--- src/rtl/engine_start_ctrl.sv ---
// rtl/engine_start_ctrl.sv - ignition sequencer: OFF -> CRANK -> RUN with interlocks and fault shutdown
module engine_start_ctrl #(
  parameter logic [7:0] CRANK_TICKS   = 8'd20,
  parameter logic [7:0] TEMP_LIMIT    = 8'd180,
  parameter logic [7:0] TEMP_RESUME   = 8'd120,
  parameter logic [7:0] OVERHEAT_SECS = 8'd5,
  parameter logic [7:0] KILL_SECS     = 8'd3
) (
  input  logic       clk,
  input  logic       rst,
  input  logic       tick_1sec,
  input  logic       tick_speed,
  input  logic       btn_start,
  input  logic       is_brake_normal,
  input  logic [3:0] current_gear,
  input  logic [7:0] speed,
  input  logic [7:0] fuel,
  input  logic [7:0] temp,
  output logic       engine_on,
  output logic       cranking,
  output logic [2:0] state,
  output logic [1:0] fault_code,
  output logic       start_denied
);

  typedef enum logic [2:0] {
    S_OFF   = 3'd0,
    S_CRANK = 3'd1,
    S_RUN   = 3'd2,
    S_FAULT = 3'd3
  } state_t;

  state_t     r_state;
  logic       r_sync1;
  logic       r_sync2;
  logic       r_hist;
  logic       r_engine_on;
  logic       r_cranking;
  logic [1:0] r_fault_code;
  logic       r_start_denied;
  logic [7:0] r_crank_cnt;
  logic [7:0] r_oh_cnt;
  logic [7:0] r_kill_cnt;

  logic       w_press;
  logic       w_held;
  logic       w_gear_pn;
  logic       w_fuel_ok;
  logic       w_hot;
  logic       w_start_ok;
  logic       w_cause_clear;
  logic [7:0] w_crank_inc;
  logic [7:0] w_oh_inc;
  logic [7:0] w_kill_inc;

  assign w_press    = r_sync2 & ~r_hist;
  assign w_held     = r_sync2;
  assign w_gear_pn  = (current_gear == 4'd3) || (current_gear == 4'd9);
  assign w_fuel_ok  = (fuel != 8'd0);
  assign w_hot      = (temp >= TEMP_LIMIT);
  assign w_start_ok = is_brake_normal & w_gear_pn & w_fuel_ok & ~w_hot;

  // Codes 0/1 cannot occur in FAULT; treat them as already cleared so the FSM never sticks.
  assign w_cause_clear = ((r_fault_code == 2'd2) && w_fuel_ok) ||
                         ((r_fault_code == 2'd3) && (temp < TEMP_RESUME)) ||
                         (r_fault_code < 2'd2);

  assign w_crank_inc = (r_crank_cnt == 8'hFF) ? r_crank_cnt : r_crank_cnt + 8'd1;
  assign w_oh_inc    = (r_oh_cnt    == 8'hFF) ? r_oh_cnt    : r_oh_cnt    + 8'd1;
  assign w_kill_inc  = (r_kill_cnt  == 8'hFF) ? r_kill_cnt  : r_kill_cnt  + 8'd1;

  always_ff @(posedge clk or negedge rst) begin
    if (!rst) begin
      r_state        <= S_OFF;
      r_sync1        <= 1'b0;
      r_sync2        <= 1'b0;
      r_hist         <= 1'b0;
      r_engine_on    <= 1'b0;
      r_cranking     <= 1'b0;
      r_fault_code   <= 2'd0;
      r_start_denied <= 1'b0;
      r_crank_cnt    <= 8'd0;
      r_oh_cnt       <= 8'd0;
      r_kill_cnt     <= 8'd0;
    end else begin
      r_sync1        <= btn_start;
      r_sync2        <= r_sync1;
      r_hist         <= r_sync2;
      r_start_denied <= 1'b0;

      case (r_state)
        S_OFF: begin
          r_engine_on <= 1'b0;
          r_cranking  <= 1'b0;
          r_crank_cnt <= 8'd0;
          r_oh_cnt    <= 8'd0;
          r_kill_cnt  <= 8'd0;
          if (w_press) begin
            if (w_start_ok) begin
              r_state      <= S_CRANK;
              r_cranking   <= 1'b1;
              r_fault_code <= 2'd0;
            end else begin
              r_start_denied <= 1'b1;
              if (!w_fuel_ok)  r_fault_code <= 2'd2;
              else if (w_hot)  r_fault_code <= 2'd3;
              else             r_fault_code <= 2'd1;
            end
          end
        end

        S_CRANK: begin
          r_engine_on <= 1'b0;
          r_cranking  <= 1'b1;
          // Interlock abort outranks crank completion in the same cycle.
          if (!is_brake_normal || !w_gear_pn) begin
            r_state      <= S_OFF;
            r_cranking   <= 1'b0;
            r_fault_code <= 2'd1;
            r_crank_cnt  <= 8'd0;
          end else if (tick_speed) begin
            if (w_crank_inc >= CRANK_TICKS) begin
              r_state     <= S_RUN;
              r_engine_on <= 1'b1;
              r_cranking  <= 1'b0;
              r_crank_cnt <= 8'd0;
            end else begin
              r_crank_cnt <= w_crank_inc;
            end
          end
        end

        S_RUN: begin
          r_engine_on <= 1'b1;
          r_cranking  <= 1'b0;
          if (!w_fuel_ok) begin
            r_state      <= S_FAULT;
            r_engine_on  <= 1'b0;
            r_fault_code <= 2'd2;
            r_oh_cnt     <= 8'd0;
            r_kill_cnt   <= 8'd0;
          end else if (tick_1sec && w_hot && (w_oh_inc >= OVERHEAT_SECS)) begin
            r_state      <= S_FAULT;
            r_engine_on  <= 1'b0;
            r_fault_code <= 2'd3;
            r_oh_cnt     <= 8'd0;
            r_kill_cnt   <= 8'd0;
          end else begin
            if (tick_1sec) r_oh_cnt <= w_hot ? w_oh_inc : 8'd0;
            if (w_press) begin
              if ((speed == 8'd0) && w_gear_pn) begin
                r_state      <= S_OFF;
                r_engine_on  <= 1'b0;
                r_fault_code <= 2'd0;
                r_oh_cnt     <= 8'd0;
                r_kill_cnt   <= 8'd0;
              end else begin
                r_start_denied <= 1'b1;
              end
            end else if (!w_held) begin
              r_kill_cnt <= 8'd0;
            end else if (tick_1sec && (speed != 8'd0)) begin
              if (w_kill_inc >= KILL_SECS) begin
                r_state      <= S_OFF;
                r_engine_on  <= 1'b0;
                r_fault_code <= 2'd0;
                r_oh_cnt     <= 8'd0;
                r_kill_cnt   <= 8'd0;
              end else begin
                r_kill_cnt <= w_kill_inc;
              end
            end
          end
        end

        S_FAULT: begin
          r_engine_on <= 1'b0;
          r_cranking  <= 1'b0;
          r_crank_cnt <= 8'd0;
          r_oh_cnt    <= 8'd0;
          r_kill_cnt  <= 8'd0;
          if (w_press) r_start_denied <= 1'b1;
          if (tick_1sec && w_cause_clear) r_state <= S_OFF;
        end

        default: begin
          r_state     <= S_OFF;
          r_engine_on <= 1'b0;
          r_cranking  <= 1'b0;
          r_crank_cnt <= 8'd0;
          r_oh_cnt    <= 8'd0;
          r_kill_cnt  <= 8'd0;
        end
      endcase
    end
  end

  assign engine_on    = r_engine_on;
  assign cranking     = r_cranking;
  assign state        = r_state;
  assign fault_code   = r_fault_code;
  assign start_denied = r_start_denied;

endmodule
--- config.mk ---
export PLATFORM = sky130hd
export DESIGN_NAME = engine_start_ctrl
export DESIGN_NICKNAME = d
export VERILOG_FILES = /design/src/rtl/engine_start_ctrl.sv
export SDC_FILE = /design/constraint.sdc
export NUM_CORES = 1
export LEC_CHECK = 0
export ABC_AREA = 0
export CORE_MARGIN = 8
export CORE_UTILIZATION = 45
export DETAILED_ROUTE_END_ITERATION = 12
export GPL_ROUTABILITY_DRIVEN = 0
export PLACE_DENSITY = 0.74
export SLEW_MARGIN = 0
export SYNTH_ARGS = -nofsm -noshare
export SYNTH_HDL_FRONTEND = slang
export SYNTH_SLANG_ARGS = --single-unit
--- constraint.sdc ---
create_clock -name clk -period 5 [get_ports clk]
set_input_delay 0.75 -clock clk [delete_from_list [all_inputs] [get_ports clk]]
set_output_delay 0.75 -clock clk [all_outputs]
set_load 0.01 [all_outputs]
After elaboration in Yosys (flattened, before gate mapping):

Cells that the tools add are included.

* add/sub/neg operators: 3
* order comparisons: 6
* equal/unequal tests: 21
* mux-type cells: 76
* bitwise gates (word level): 8
* reduce and logical (&&, ||, !) cells: 22

Operators with widths (count)
* 2-to-1 mux 8 bit: 22
* one-hot mux 8 bit (2 select lines): 3
* 2-to-1 mux 3 bit: 13
* adder 8 x 1 -> 8 bit, second input constant: 3
* equality test 8 bit, second input constant: 3
* 2-to-1 mux 2 bit: 12
* 2-to-1 mux 1 bit: 21
* != test 5 bit, second input constant: 4
* nonzero test 8 bit: 2
* one-hot mux 3 bit (4 select lines): 1
* AND reduction 9 bit: 1
* greater-or-equal comparator 8 x 2 -> 1 bit, second input constant: 1
* greater-or-equal comparator 8 x 3 -> 1 bit, second input constant: 1
* greater-or-equal comparator 8 x 5 -> 1 bit, second input constant: 1
* greater-or-equal comparator 8 bit, second input constant: 1
* zero test 8 bit: 1
* < comparator 8 x 7 -> 1 bit, second input constant: 1
* != test 2 bit, second input constant: 4
* logical AND 1 bit: 7
* AND reduction 7 bit: 1
* equality test 3 x 2 -> 1 bit, second input constant: 2
* != test 3 bit, second input constant: 2
* != test 6 bit, second input constant: 1
* one-hot mux 2 bit (3 select lines): 1
* 15 further kinds: 27

* register bits after elaboration: 35
* output and inout port bits: 8
* logic and storage cells: 147

Logic depth before layout (Yosys ltp):

* word-level depth: 11
* gate-level depth with buffers: 9

Least setup slack after synthesis:

Ideal clock, no wire load.

* kind: input to register
* from: input port current_gear[3]
* to: register r_state[0], in the netlist state[0]
* library setup time: 0.128 ns
* arrival: 2.476 ns
* required time: 4.872 ns
* path slack: 2.396 ns
* stages on the path: 6
* path buffers: 1
* cell sequence: xnor2_1 or4b_4 or4b_1 buf_2 o211ai_2 mux2_1

* cells in the longest elaborated chain, start to end: 7

RTL lines
* start: declaration: line 15 `input logic [3:0] current_gear,`
* equality test 4 x 2 -> 1 bit or equality test 4 bit (tied branches): line 58 `assign w_gear_pn = (current_gear == 4'd3) || (current_gear == 4'd9);`
* logical OR 1 bit *: line 58
* bitwise AND 1 bit (3 in series): line 61 `assign w_start_ok = is_brake_normal & w_gear_pn & w_fuel_ok & ~w_hot;`
* != test 2 bit (no source line)
* AND reduction 9 bit (no source line)
* end signal: assignment: line 74 `r_state <= S_OFF;`
* end signal: assignment: line 100 `r_state <= S_CRANK;`
* end signal: assignment: line 117 `r_state <= S_OFF;`
* end: declaration: line 33 `state_t r_state;`

Every way passes the cells marked *; elsewhere a longest branch is shown, timed or not.
A chain may end at the register's enable or synchronous reset.

Worst setup path in the final report:

* from: input port current_gear[1]
* to: register r_state[0], in the netlist state[0]

Same word-level chain as after synthesis.

==> impl_metrics.json <==
{
  "ys_ff_latch": 34,
  "ys_top_cells_by_area": "dfrtp_1 41%, ha_1 4.8%, nor2b_1 4.2%",
  "num_vias": 1851,
  "dp_slack_ps": 1790,
  "hpwl_mm": 3.61,
  "fin_ws_ps": 2090,
  "tritoncts": "done",
  "antennaDiodeCount": 0,
  "hold_viol_final": 0,
  "skew_ps": 3.63,
  "cts.sinks": 34,
  "whs_ps": 347,
  "cp_max_fo": 6,
  "final_common_cell": "clkdlybuf4s50_1",
  "synth_edf_count": 0,
  "area_growth_pct": 24.6,
  "first_pass_iters": 4,
  "avgSynthCellArea_sq_um": 9.42,
  "status": "complete, no violations",
  "worstSetupEndpointType": "flip-flop",
  "gr-usage-all-layers_pct": 14.2,
  "final_area_sq_um": 2590,
  "period_share_pct": 58.1,
  "row_count": 24,
  "setup_viol": 0,
  "drive_above_1_share_pct": 9.13,
  "netlist_area_sq_um": 2080,
  "start_util_pct": 47.2,
  "yosys.area.top_type": "dfrtp_1",
  "cts.repair.resized": 0,
  "detail-route-antenna-nets": 0,
  "chipWidth_um": 84.0,
  "power_density_nw_per_um2": 278,
  "syn_inst": 221,
  "yosysUniqueCellTypes": 59,
  "die_height_um": 84.0,
  "nets": 304,
  "ys_warn_count": 0,
  "io_pins": 42,
  "synthArstFlopShare_pct": 100,
  "vias_per_cell": 5.88,
  "cts_hold_buf": 0,
  "grt_pass1_wl_mm": 8.32,
  "max_cap_violations": 0,
  "grt_max_degree": 35,
  "criticalPathCategory": "primary input to flip-flop",
  "clk_path_buf_depth": 2,
  "syn_nets": 263,
  "core_sq_um": 4410,
  "grt_pass1_vias": 1770,
  "final_cell_mix": "38 x clkdlybuf4s50_1, 34 x dfrtp_1, 17 x a21oi_1",
  "cts_root_buffer": "clkbuf_8",
  "hp-class": "flip-flop to flip-flop",
  "max-vdd-ir-drop_mv": 0.198,
  "cts_buffers": 5,
  "critPathLaunchType": "primary input",
  "p_leak_nw": 1.05,
  "antenna_found_initial": 0,
  "worstMarginPinSlew_ps": 697,
  "dr.first_iter.drc_count": 120,
  "worstPathArrival_ps": 3070,
  "clk_pin_slew_ps": 60,
  "slew_viol_final": 0,
  "clk_latency_ps": 290,
  "io_buffers": 38,
  "overflow": 0,
  "synth_top_cell_area_share_pct": 40.9,
  "drc": 0,
  "rsz0062_at_grt": "false",
  "post_cts_buffers": 0,
  "ys_seq_area_share_pct": 40.9,
  "slew_headroom_pct": 53.1,
  "tns_ps": 0,
  "place_area_sq_um": 2500,
  "drt-total-wl_mm": 4.88,
  "wl_per_cell_um": 15.5,
  "synth_ff_type": "dfrtp_1",
  "fmax_ghz": 0.344,
  "period_minus_slack_ps": 2910,
  "dieArea_sq_um": 7060,
  "htree_levels": 2,
  "worst-endpoint-required_ps": 5170
}
[layer usage]
| metal | vias to the layer above | wire (um) | track usage (%) | share of wire (%) |
|---|---|---|---|---|
| met2 | 53 | 2160 | 21.9 | 44 |
| li1 | 908 | - | - | - |
| met1 | 883 | 2390 | 18.4 | 49 |
| met5 | - | 0 | 0 | 0 |
| met4 | 0 | 87 | 6.12 | 1.8 |
| met3 | 7 | 242 | 3.22 | 5.0 |
[synth_stat cells (2+ instances only)]
| library cell | number |
|---|---|
| or2_2 | 2 |
| o21ai_0 | 14 |
| nand4_1 | 4 |
| a21boi_0 | 4 |
| dfrtp_1 | 34 |
| mux2_2 | 3 |
| nor3b_1 | 2 |
| and3_1 | 2 |
| a21oi_1 | 17 |
| ha_1 | 8 |
| clkbuf_1 | 2 |
| nor4_1 | 6 |
| nand2b_1 | 2 |
| inv_1 | 9 |
| o21a_1 | 3 |
| o22ai_1 | 4 |
| o21ba_2 | 2 |
| a31oi_1 | 2 |
| nand2_1 | 14 |
| and4_1 | 2 |
| nand3_1 | 10 |
| nor2b_1 | 14 |
| xnor2_1 | 2 |
| o211ai_1 | 4 |
| mux2_1 | 2 |
| or3_1 | 4 |
| and2_1 | 3 |
| nor3_1 | 4 |
| a311oi_1 | 2 |
| a211oi_1 | 2 |
| nor2_1 | 10 |
[cells by family (layout without fill, tap and decap cells)]
| kind of cell | Yosys count | after routing | synth area share (%) |
|---|---|---|---|
| flip-flops | 34 | 34 | 40.9 |
| XOR/XNOR | 2 | 2 | 0.841 |
| buffers and inverters | 14 | 56 | 3.12 |
| multiplexers | 6 | 6 | 3.18 |
| AND/OR/NAND/NOR | 85 | 85 | 23.3 |
| AO/OA/AOI/OAI | 71 | 71 | 23.7 |
| adder cells (fa/ha/maj) | 8 | 8 | 4.81 |
| other | 1 | 1 | 0.180 |
[layout make-up]
type	count	area [sq um]
Clock inverter	1	5.00
Timing Repair Buffer	39	388
Fill cell	385	1820
Clock buffer	7	86.3
Inverter	9	33.8
Sequential cell	34	851
Multi-Input combinational cell	173	1170
Tap cell	52	65.1
[report_power, final]
part | internal [W] | switching [W]
clock network | 0.000111 | 0.0000935
registers | 0.000291 | 0.0000163
logic | 0.000101 | 0.000109
total | 0.000503 | 0.000218
[sequential cells by signal (all words and copies together), names as in the netlist]
signal / count
r_crank_cnt: 8
r_kill_cnt: 8
r_oh_cnt: 8
fault_code: 2
state: 2
cranking: 1
engine_on: 1
r_hist: 1
r_sync1: 1
r_sync2: 1
start_denied: 1
[critical path, stage by stage]
cell             delay [ps]
clkdlybuf4s50_1         410
xnor2_1                 160
or4b_4                  570
or4b_1                  680
o211ai_2                160
mux2_1                  350
[through the flow]
stage | util, % | cells | power (W)
after detailed placement | 56.7 | 307 | 0.000517
after floorplan | - | 221 | 0.000435
after global routing | 58.8 | 315 | 0.000761
final | 58.8 | 315 | 0.000721
after global placement | 56.7 | 307 | 0.000512
after CTS | 58.8 | 315 | 0.000726
[worst paths after layout]
check,to,depth (start not counted),slack [ps],start
hold / removal,r_sync2,0,350,r_sync1
max in group asynchronous,cranking,2,3830,rst
hold reg to reg,r_sync2,0,350,r_sync1
min in group asynchronous,r_kill_cnt[2],2,870,rst
setup / recovery,state[0],6,2090,current_gear[1]
setup reg to reg,state[0],7,2120,state[1]
No activity file was read; power rests on OpenSTA's default activity.
